### src/rtl/uart_ni_pkg.sv
// rtl/uart_ni_pkg.sv - flit types, widths and FSM states for the UART NI arbiter
package uart_ni_pkg;

  localparam int FLIT_W = 16;

  localparam logic [2:0] FT_REG  = 3'b000;
  localparam logic [2:0] FT_PRIO = 3'b001;
  localparam logic [2:0] FT_TAIL = 3'b110;

  typedef enum logic [2:0] {
    IDLE,
    COLLECT,
    SEND_HEAD,
    SEND_TAIL,
    HOLD
  } state_e;

  function automatic logic [2:0] flit_type(input logic [FLIT_W-1:0] f);
    return f[FLIT_W-1:FLIT_W-3];
  endfunction

endpackage

### src/rtl/uart_ni_arbiter_rr_pick.sv
// rtl/uart_ni_arbiter_rr_pick.sv - combinational round-robin pick, searching upward from ptr+1
module rr_pick #(
  parameter  int N_PORTS = 4,
  localparam int IDX_W   = (N_PORTS > 1) ? $clog2(N_PORTS) : 1
) (
  input  logic [N_PORTS-1:0] elig_i,
  input  logic [IDX_W-1:0]   ptr_i,
  output logic               found_o,
  output logic [IDX_W-1:0]   idx_o
);

  // Walk offsets from farthest to nearest so the nearest eligible index wins.
  always_comb begin
    found_o = 1'b0;
    idx_o   = '0;
    for (int k = N_PORTS; k >= 1; k--) begin
      if (elig_i[(int'(ptr_i) + k) % N_PORTS]) begin
        found_o = 1'b1;
        idx_o   = IDX_W'((int'(ptr_i) + k) % N_PORTS);
      end
    end
  end

endmodule

### src/rtl/uart_ni_arbiter.sv
// rtl/uart_ni_arbiter.sv - buffers two-flit packets from N sources and forwards them to one UART NI
module uart_ni_arbiter
  import uart_ni_pkg::*;
#(
  parameter int N_PORTS      = 4,
  parameter int HOLD_CYCLES  = 4096,
  parameter int TAIL_TIMEOUT = 64
) (
  input  logic                      clk,
  input  logic                      rst,
  input  logic [N_PORTS-1:0]        req_i,
  input  logic [FLIT_W*N_PORTS-1:0] flit_i,
  output logic [N_PORTS-1:0]        ack_o,
  output logic [N_PORTS-1:0]        grant_o,
  output logic [FLIT_W-1:0]         ni_data,
  output logic                      ni_req,
  input  logic                      ni_busy,
  output logic                      err_o
);

  localparam int IDX_W  = (N_PORTS > 1) ? $clog2(N_PORTS) : 1;
  localparam int HOLD_W = (HOLD_CYCLES > 1) ? $clog2(HOLD_CYCLES) : 1;
  localparam int TMO_W  = (TAIL_TIMEOUT > 1) ? $clog2(TAIL_TIMEOUT) : 1;

  state_e               state_q, state_d;
  logic [N_PORTS-1:0]   grant_q, grant_d;
  logic [FLIT_W-1:0]    head_q, head_d, tail_q, tail_d;
  logic [FLIT_W-1:0]    ni_data_q, ni_data_d;
  logic                 ni_req_q, ni_req_d;
  logic [TMO_W-1:0]     tmo_q, tmo_d;
  logic [HOLD_W-1:0]    hold_q, hold_d;
  logic [IDX_W-1:0]     prio_ptr_q, prio_ptr_d, reg_ptr_q, reg_ptr_d;
  logic [IDX_W-1:0]     win_q, win_d;
  logic                 win_prio_q, win_prio_d;

  logic [FLIT_W-1:0]    flits [N_PORTS];
  logic [N_PORTS-1:0]   prio_elig, reg_elig, bad;
  logic                 p_found, r_found;
  logic [IDX_W-1:0]     p_idx, r_idx, bad_idx;
  logic [N_PORTS-1:0]   ack_c;
  logic                 err_c;

  always_comb begin
    for (int i = 0; i < N_PORTS; i++) begin
      flits[i]     = flit_i[FLIT_W*i +: FLIT_W];
      prio_elig[i] = req_i[i] && (flit_type(flits[i]) == FT_PRIO);
      reg_elig[i]  = req_i[i] && (flit_type(flits[i]) == FT_REG);
      bad[i]       = req_i[i] && !prio_elig[i] && !reg_elig[i];
    end
    bad_idx = '0;
    for (int i = N_PORTS - 1; i >= 0; i--) begin
      if (bad[i]) bad_idx = IDX_W'(i);
    end
  end

  rr_pick #(.N_PORTS(N_PORTS)) u_pick_prio (
    .elig_i (prio_elig), .ptr_i (prio_ptr_q), .found_o (p_found), .idx_o (p_idx)
  );

  rr_pick #(.N_PORTS(N_PORTS)) u_pick_reg (
    .elig_i (reg_elig), .ptr_i (reg_ptr_q), .found_o (r_found), .idx_o (r_idx)
  );

  always_comb begin
    state_d    = state_q;
    grant_d    = grant_q;
    head_d     = head_q;
    tail_d     = tail_q;
    tmo_d      = tmo_q;
    hold_d     = hold_q;
    prio_ptr_d = prio_ptr_q;
    reg_ptr_d  = reg_ptr_q;
    win_d      = win_q;
    win_prio_d = win_prio_q;
    ni_req_d   = 1'b0;
    ni_data_d  = '0;
    ack_c      = '0;
    err_c      = 1'b0;

    case (state_q)
      IDLE: begin
        if (p_found || r_found) begin
          win_d        = p_found ? p_idx : r_idx;
          win_prio_d   = p_found;
          head_d       = flits[win_d];
          ack_c[win_d] = 1'b1;
          grant_d      = N_PORTS'(1) << win_d;
          tmo_d        = '0;
          state_d      = COLLECT;
        end else if (|bad) begin
          ack_c[bad_idx] = 1'b1;
          err_c          = 1'b1;
        end
      end
      COLLECT: begin
        if (req_i[win_q]) begin
          ack_c[win_q] = 1'b1;
          if (flit_type(flits[win_q]) == FT_TAIL) begin
            tail_d  = flits[win_q];
            state_d = SEND_HEAD;
          end else begin
            err_c   = 1'b1;
            grant_d = '0;
            state_d = IDLE;
          end
        end else if (tmo_q == TMO_W'(TAIL_TIMEOUT - 1)) begin
          err_c   = 1'b1;
          grant_d = '0;
          state_d = IDLE;
        end else begin
          tmo_d = tmo_q + 1'b1;
        end
      end
      SEND_HEAD: begin
        if (!ni_busy) begin
          ni_req_d  = 1'b1;
          ni_data_d = head_q;
          state_d   = SEND_TAIL;
        end
      end
      SEND_TAIL: begin
        // No busy check here: the NI requires the tail on the very next cycle.
        ni_req_d  = 1'b1;
        ni_data_d = tail_q;
        if (win_prio_q) prio_ptr_d = win_q;
        else            reg_ptr_d  = win_q;
        hold_d  = '0;
        state_d = HOLD;
      end
      HOLD: begin
        if (hold_q == HOLD_W'(HOLD_CYCLES - 1)) begin
          if (!ni_busy) begin
            grant_d = '0;
            state_d = IDLE;
          end
        end else begin
          hold_d = hold_q + 1'b1;
        end
      end
      default: begin
        grant_d = '0;
        state_d = IDLE;
      end
    endcase
  end

  always_ff @(posedge clk or negedge rst) begin
    if (!rst) begin
      state_q    <= IDLE;
      grant_q    <= '0;
      head_q     <= '0;
      tail_q     <= '0;
      tmo_q      <= '0;
      hold_q     <= '0;
      prio_ptr_q <= IDX_W'(N_PORTS - 1);
      reg_ptr_q  <= IDX_W'(N_PORTS - 1);
      win_q      <= '0;
      win_prio_q <= 1'b0;
      ni_req_q   <= 1'b0;
      ni_data_q  <= '0;
    end else begin
      state_q    <= state_d;
      grant_q    <= grant_d;
      head_q     <= head_d;
      tail_q     <= tail_d;
      tmo_q      <= tmo_d;
      hold_q     <= hold_d;
      prio_ptr_q <= prio_ptr_d;
      reg_ptr_q  <= reg_ptr_d;
      win_q      <= win_d;
      win_prio_q <= win_prio_d;
      ni_req_q   <= ni_req_d;
      ni_data_q  <= ni_data_d;
    end
  end

  // Combinational pulses are masked while reset is held so nothing is consumed.
  assign ack_o   = rst ? ack_c : '0;
  assign err_o   = rst & err_c;
  assign grant_o = grant_q;
  assign ni_req  = ni_req_q;
  assign ni_data = ni_data_q;

endmodule

### config.mk
export PLATFORM = sky130hd
export DESIGN_NAME = uart_ni_arbiter
export DESIGN_NICKNAME = d
export VERILOG_FILES = /design/src/rtl/uart_ni_pkg.sv /design/src/rtl/uart_ni_arbiter_rr_pick.sv /design/src/rtl/uart_ni_arbiter.sv
export SDC_FILE = /design/constraint.sdc
export NUM_CORES = 1
export LEC_CHECK = 0
export ABC_CLOCK_PERIOD_IN_PS = 2600
export BUFFER_PORTS_ARGS = -buffer_cell sky130_fd_sc_hd__clkbuf_2
export CORE_MARGIN = 2
export CORE_UTILIZATION = 45
export CTS_CLUSTER_DIAMETER = 40
export DETAILED_ROUTE_END_ITERATION = 12
export GPL_TIMING_DRIVEN = 0
export PLACE_DENSITY = 0.66
export REMOVE_ABC_BUFFERS = 1
export SKIP_LAST_GASP = 1
export SYNTH_ARGS = -nofsm -noshare
export SYNTH_HDL_FRONTEND = slang
export SYNTH_SLANG_ARGS = --single-unit
### constraint.sdc
create_clock -name clk -period 2.6 [get_ports clk]
set_input_delay 0.26 -clock clk [delete_from_list [all_inputs] [get_ports clk]]
set_output_delay 0.26 -clock clk [all_outputs]
set_load 0.05 [all_outputs]
# After elaboration in Yosys (flattened, before gate mapping)
# Index checks and enable logic that the tools add are counted.
[classes] addsub=10 magnitude_cmp=16 eq_ne=20 n_shift=1 muxes=95 bitwise=13 n_reduce_logical=53
[op_table] op="16-bit 2-to-1 mux" count=5
[op_table] op="16-bit binary-select mux with 2-bit select" count=2
[op_table] op="4-bit 2-to-1 mux" count=10
[op_table] op="1-bit 2-to-1 mux" count=34
[op_table] op="3-bit by 4-bit less-than comparator with 1-bit output (second input constant)" count=8
[op_table] op="16-bit case mux with 2 select lines" count=1
[op_table] op="2-bit 2-to-1 mux" count=14
[op_table] op="12-bit case mux with 2 select lines" count=1
[op_table] op="1-bit logical AND" count=19
[op_table] op="1-bit binary-select mux with 2-bit select" count=9
[op_table] op="3-bit 2-to-1 mux" count=6
[op_table] op="6-bit 2-to-1 mux" count=3
[op_table] op="2-bit OR reduction" count=9
[op_table] op="4-bit case mux with 4 select lines" count=1
[op_table] op="3-bit by 1-bit equality test with 1-bit output (second input constant)" count=5
[op_table] op="3-bit logical NOT" count=5
[op_table] op="3-bit case mux with 5 select lines" count=1
[op_table] op="2-bit != test (second input constant)" count=7
[op_table] op="12-bit by 1-bit adder with 12-bit output (second input constant)" count=1
[op_table] op="12-bit equality test (second input constant)" count=1
[op_table] op="12-bit 2-to-1 mux" count=1
[op_table] op="6-bit case mux with 2 select lines" count=1
[op_table] op="2-bit by 3-bit less-than comparator with 1-bit output (second input constant)" count=3
[op_table] op="2-bit by 1-bit adder with 2-bit output (second input constant)" count=4
[op_table] op="other kinds (25)" count=57
[totals] ff_bits=81 input_bits=71 out_inout_bits=26 elab_cells=220

# Logic depth before layout (Yosys ltp)
[logic_depth] depth_word=18 mapped_depth=8

# Hierarchy
# Synthesis repeated with hierarchy kept, for this count alone.
[unflattened] cells_unflattened=439 hier_area_um2=4645.7
[by_module_without_submodules] mod="uart_ni_arbiter" instances=1 cells_per_inst=411 area_each_um2=4463.0 seq_area_each_um2=2031.9
[by_module_without_submodules] mod="rr_pick" instances=2 cells_per_inst=14 area_each_um2=91.3 seq_area_each_um2=0.0

# Least setup slack after synthesis
# Ideal clock, no wire load.
[synth_timing] path_kind="input port to output port" start="input port flit_i[63]" end="output port ack_o[3]" arrival_ns=2.621 required_time_ns=2.340 setup_slack_ns=-0.281 stages=8 n_path_buf=2 path_cell_list="and4bb_1 nor4_4 o311a_1 or2_1 buf_2 buf_6 a21oi_1 o21ai_0"
[synth_between] elab_chain_len=17
[synth_rtl] item="start: declaration" line="uart_ni_arbiter.sv:12" source="input logic [FLIT_W*N_PORTS-1:0] flit_i,"
[synth_rtl] item="3-bit by 1-bit equality test with 1-bit output or 3-bit logical NOT (tied branches)" line="uart_ni_arbiter.sv:46, uart_ni_arbiter.sv:47"
[synth_rtl] item="1-bit logical AND (on tied branches)" line="uart_ni_arbiter.sv:46, uart_ni_arbiter.sv:47"
[synth_rtl] item="1-bit binary-select mux with 2-bit select or 1-bit logical NOT (tied branches)" line="uart_ni_arbiter_rr_pick.sv:17, uart_ni_arbiter.sv:48"
[synth_rtl] item="1-bit 2-to-1 mux (not written as such) or 1-bit logical AND (tied branches) (2 in a row)" line="uart_ni_arbiter_rr_pick.sv:17, uart_ni_arbiter.sv:48"
[synth_rtl] item="2-bit 2-to-1 mux (tied with other cells) (4 in a row)" line="uart_ni_arbiter_rr_pick.sv:17" source="if (elig_i[(int'(ptr_i) + k) % N_PORTS]) begin"
[synth_rtl] item="2-bit 2-to-1 mux (tied with other cells)" line="uart_ni_arbiter.sv:83" source="win_d = p_found ? p_idx : r_idx;"
[synth_rtl] item="2-bit by 3-bit less-than comparator with 1-bit output (not written as such) (tied with other cells)" line="uart_ni_arbiter.sv:86" source="ack_c[win_d] = 1'b1;"
[synth_rtl] item="1-bit logical AND (not written as such) or 1-bit 2-to-1 mux (tied branches)" line="uart_ni_arbiter.sv:86, uart_ni_arbiter.sv:91"
[synth_rtl] item="1-bit 2-to-1 mux (not written as such) or 1-bit demux with 2-bit select (tied branches)" line="uart_ni_arbiter.sv:86, uart_ni_arbiter.sv:91"
[synth_rtl] item="1-bit demux with 2-bit select or 4-bit 2-to-1 mux (tied branches)" line="uart_ni_arbiter.sv:86, uart_ni_arbiter.sv:90"
[synth_rtl] item="4-bit 2-to-1 mux *" line="uart_ni_arbiter.sv:82" source="if (p_found || r_found) begin"
[synth_rtl] item="4-bit case mux with 2 select lines *" line="uart_ni_arbiter.sv:80" source="case (state_q)"
[synth_rtl] item="4-bit 2-to-1 mux *" line="uart_ni_arbiter.sv:178" source="assign ack_o = rst ? ack_c : '0;"
[synth_rtl] item="end: declaration" line="uart_ni_arbiter.sv:13" source="output logic [N_PORTS-1:0] ack_o,"
# Mark *: on every way between the ends. The rest lies on a longest branch, timed or not. The select of a mux whose other input is x is not followed.

# Worst setup path after layout
[layout_timing] start="register win_q[1]" end="register grant_q[3], in the netlist grant_o[3]"
[layout_between] elab_chain_len=7
[layout_rtl] item="start: declaration" line="uart_ni_arbiter.sv:33" source="logic [IDX_W-1:0] win_q, win_d;"
[layout_rtl] item="start signal: assignment" line="uart_ni_arbiter.sv:170" source="win_q <= win_d;"
[layout_rtl] item="2-bit inverter with 3-bit output (not written as such)" line="uart_ni_arbiter.sv:98" source="if (flit_type(flits[win_q]) == FT_TAIL) begin"
[layout_rtl] item="16-bit binary-select mux with 2-bit select" line="uart_ni_arbiter.sv:98"
[layout_rtl] item="16-bit 2-to-1 mux (not written as such) (2 in a row)" line="uart_ni_arbiter.sv:98"
[layout_rtl] item="3-bit equality test" line="uart_ni_arbiter.sv:98"
[layout_rtl] item="3-bit != test (no source line)"
[layout_rtl] item="6-bit AND reduction (no source line)"
[layout_rtl] item="end signal: assignment" line="uart_ni_arbiter.sv:163" source="grant_q <= grant_d;"
[layout_rtl] item="end: declaration" line="uart_ni_arbiter.sv:26" source="logic [N_PORTS-1:0] grant_q, grant_d;"
# Several ways; a longest one is shown, not always the timed one. The select of a mux whose other input is x is not followed.
# A chain may end at the register's enable or synchronous reset.

==> results.tsv <==
metric	value	unit
status	finished, final reports clean	
Psw	2180	µW
Comb pwr share	0.461	
CTS sink count	81	
CP endpoint kind	flip-flop	
clock root cell	clkbuf_8	
Clk pwr share	0.166	
setup slack, reg-to-reg	0.06	ns
wire per inst	17.5	µm
top cell type's share of synthesized area	0.428	
vias per cell	5.68	
Iteration-0 DRC Markers	150	
max-cap violation count	0	
Cell Int Power	3070	µW
maximum VDD drop	0.621	mV
Clock Latency Late Sink	0.34	ns
CP required	2.87	ns
largest net degree at the start of global routing	68	
Final #Nets	589	
DPL Wire Length	7.61	mm
final wirelength	11.5	mm
Diodes inserted	0	
first-pass GRT wire length	19.0	mm
CP Launch Type	flip-flop	
gr ovfl total	0	
CTS tree	built	
Synth Flop Type	dfrtp_1	
Reg power frac	0.373	
Final Cycle Share	0.978	
critical-path cell list	buf_4 > o311ai_0 > and3_4 > nand3_2 > o211ai_1 > buf_4 > o2bb2ai_1	
setup violators final	0	
cell mode on critical path	buf_4	
crit-path max cell delay	0.51	ns
cell accounting for the most synthesized area	dfrtp_1	
unique cell type count in the Yosys netlist	60	
Final min period	2.54	ns
hold_sp	flit_i[42]	
top cells by area, synth	dfrtp_1, mux4_2, mux2i_1, mux2_2, a22o_1	
YS warnings	0	
initial antenna violation count	0	
fin util	0.575	
Hold EP	head_q[10]$_DFFE_PN0P_	
most common cell in the netlist	dfrtp_1	
Max transition margin	0.477	
fmax	393	MHz
reg2reg path depth	7	
Hold Crit Depth	3	
Starting Density	0.463	
core area	9730	µm²
CP Data Arrival Time	2.81	ns
Sw Ratio	0.415	
register area share after synthesis	0.451	
drt pass-1 iters	4	
top cells by count, synth	dfrtp_1, nand2_1, nor2_1	
GRT Overall Usage	0.219	
worst slew pin tran	0.781	ns
slowest CP cell	dfrtp_4	
Post-synth EDFFs	0	
I/O Pins	97	
Post-Synthesis Cells	409	
final hold vios	0	
CTS H-tree lvls	3	
leakage	0.00248	µW
Hold Path Class	input pin to flip-flop	
Final WS setup	0.0585	ns
number of global-route vias before repair	3874	
post-synthesis instance area	4510	µm²
placed insts	618	
RSZ-0062 raised after global routing	true	
pre-CTS setup slack	-0.991	ns
die span in x	104	µm
Area Overhead vs Synth	24.1	%
syn_area_per_cell	11.0	µm²
clock skew	0.00963	ns
RR Endpoint	grant_o[3]$_DFFE_PN0P_	
FF-to-FF Start	win_q[1]$_DFFE_PN0P_	
Slew Viols, Final	0	
fin cells	654	
CTS clock-pin slew for the worst setup and hold paths	0.09	ns
share of layout cells above drive strength 1	0.374	
Inserted Clock Buffers	9	
IO Port Bufs	96	
crit-path max FO	17	
drc violations	0	
#FFs+latches synth	81	
clk buf depth	2	
die area	10800	µm²
Setup CP Type	flip-flop to flip-flop	
Power Density	937	nW/µm²
site row count	36	
Setup TNS	0	ns
Final ANT Viol Nets	0	
vias after detailed routing	3712	
Async SR Flop Fraction	1.00	
die extent in y	104	µm
Final Wtd Congestion	0.882	
worst max-delay path by stage:
stage                                 from                      to  slack [ns]  cells after the start
finish                win_q[1]$_DFFE_PN0P_  grant_o[3]$_DFFE_PN0P_        0.06                      7
global route          win_q[1]$_DFFE_PN0P_  grant_o[1]$_DFFE_PN0P_       -0.04                      7
CTS                             flit_i[46]                ack_o[0]      -0.009                      8
detailed placement  state_q[2]$_DFFE_PN0P_   head_q[9]$_DFFE_PN0P_       -0.99                      5
global placement    state_q[0]$_DFFE_PN0P_   hold_q[8]$_DFFE_PN0P_       -1.25                      6
floorplan                       flit_i[63]                ack_o[3]       -0.96                      6
final cells by class:
class                           instances  area, µm²
Inverter                                5       18.8
Clock buffer                           10        138
Timing Repair Buffer                  118        724
Clock inverter                          6       51.3
Fill cell                             864       4140
Multi-Input combinational cell        301       2460
Sequential cell                        81       2040
Tap cell                              133        166
placed cells by master, fill, tap and decap left out, types with 4 or more instances in the layout:
cell type,netlist,final
buf_4,0,15
mux4_2,14,14
or3_1,5,4
o221ai_1,14,14
nand3_1,14,12
clkbuf_2,0,90
xor2_1,5,5
dfstp_2,4,4
nor2_1,28,25
o21ai_0,16,15
mux2i_1,27,27
nor3_1,9,8
and3_1,5,4
dfrtp_1,77,75
a22o_1,18,18
o211ai_1,5,5
nand2b_1,5,5
inv_1,5,5
mux2_2,16,16
a21oi_1,13,11
clkbuf_8,0,10
nand2_1,42,42
xnor2_1,8,8
power groups by stage:
stage | logic (µW) | registers (µW) | clock network, µW
after floorplan | 1230 | 2180 | 0
after global placement | 1910 | 2060 | 0
after detailed placement | 1970 | 2090 | 0
after CTS | 2300 | 1950 | 893
after global routing | 2620 | 2010 | 960
final | 2420 | 1960 | 870
through the flow:
stage	instance area, µm²	hold slack [ns]	power [µW]
final	5590	0.242	5240
after global routing	5590	0.251	5590
after CTS	5480	0.235	5150
after detailed placement	5110	0.186	4060
after global placement	5030	0.451	3980
after floorplan	4390	-0.0356	3410
sequential cells by signal (all words and copies together), names as in the netlist:
| signal | cells |
|---|---|
| head_q | 16 |
| tail_q | 16 |
| prio_ptr_q | 2 |
| win_prio_q | 1 |
| hold_q | 12 |
| reg_ptr_q | 2 |
| ni_data | 16 |
| state_q | 3 |
| grant_o | 4 |
| ni_req | 1 |
| tmo_q | 6 |
| win_q | 2 |
worst max-delay path, delay by kind of cell, from the launching register on:
family,cells,cell delay (ns)
buf+inv,2,0.35
simple gates,2,0.71
flops,1,0.51
compound gates,3,0.90
repair_timing:
item / 4_1_cts / 5_1_grt
hold endpoints to repair: 14 / 0
gates resized for setup: 16 / 18
hold buffers: 2 / 0
pin swaps: 1 / 5
buffers inserted: 10 / 7
setup endpoints to repair: 48 / 31
cloned: 1 / 0
logic make-up after synthesis:
group	count (synthesis)	synth area share
AO/OA/AOI/OAI	88	0.145
XOR/XNOR	13	0.0253
adder cells (fa/ha/maj)	2	0.00555
buffers and inverters	28	0.0305
flip-flops	81	0.451
multiplexers	57	0.170
AND/OR/NAND/NOR	140	0.173
per-layer routing:
layer / up-vias / track usage / wire, µm
li1: 1770 / - / -
met1: 1839 / 0.304 / 5430
met2: 97 / 0.355 / 5510
met3: 6 / 0.0464 / 428
met4: 0 / 0.0502 / 89
met5: - / 0 / 0
Note: power is estimated with default switching activity, not from simulation.
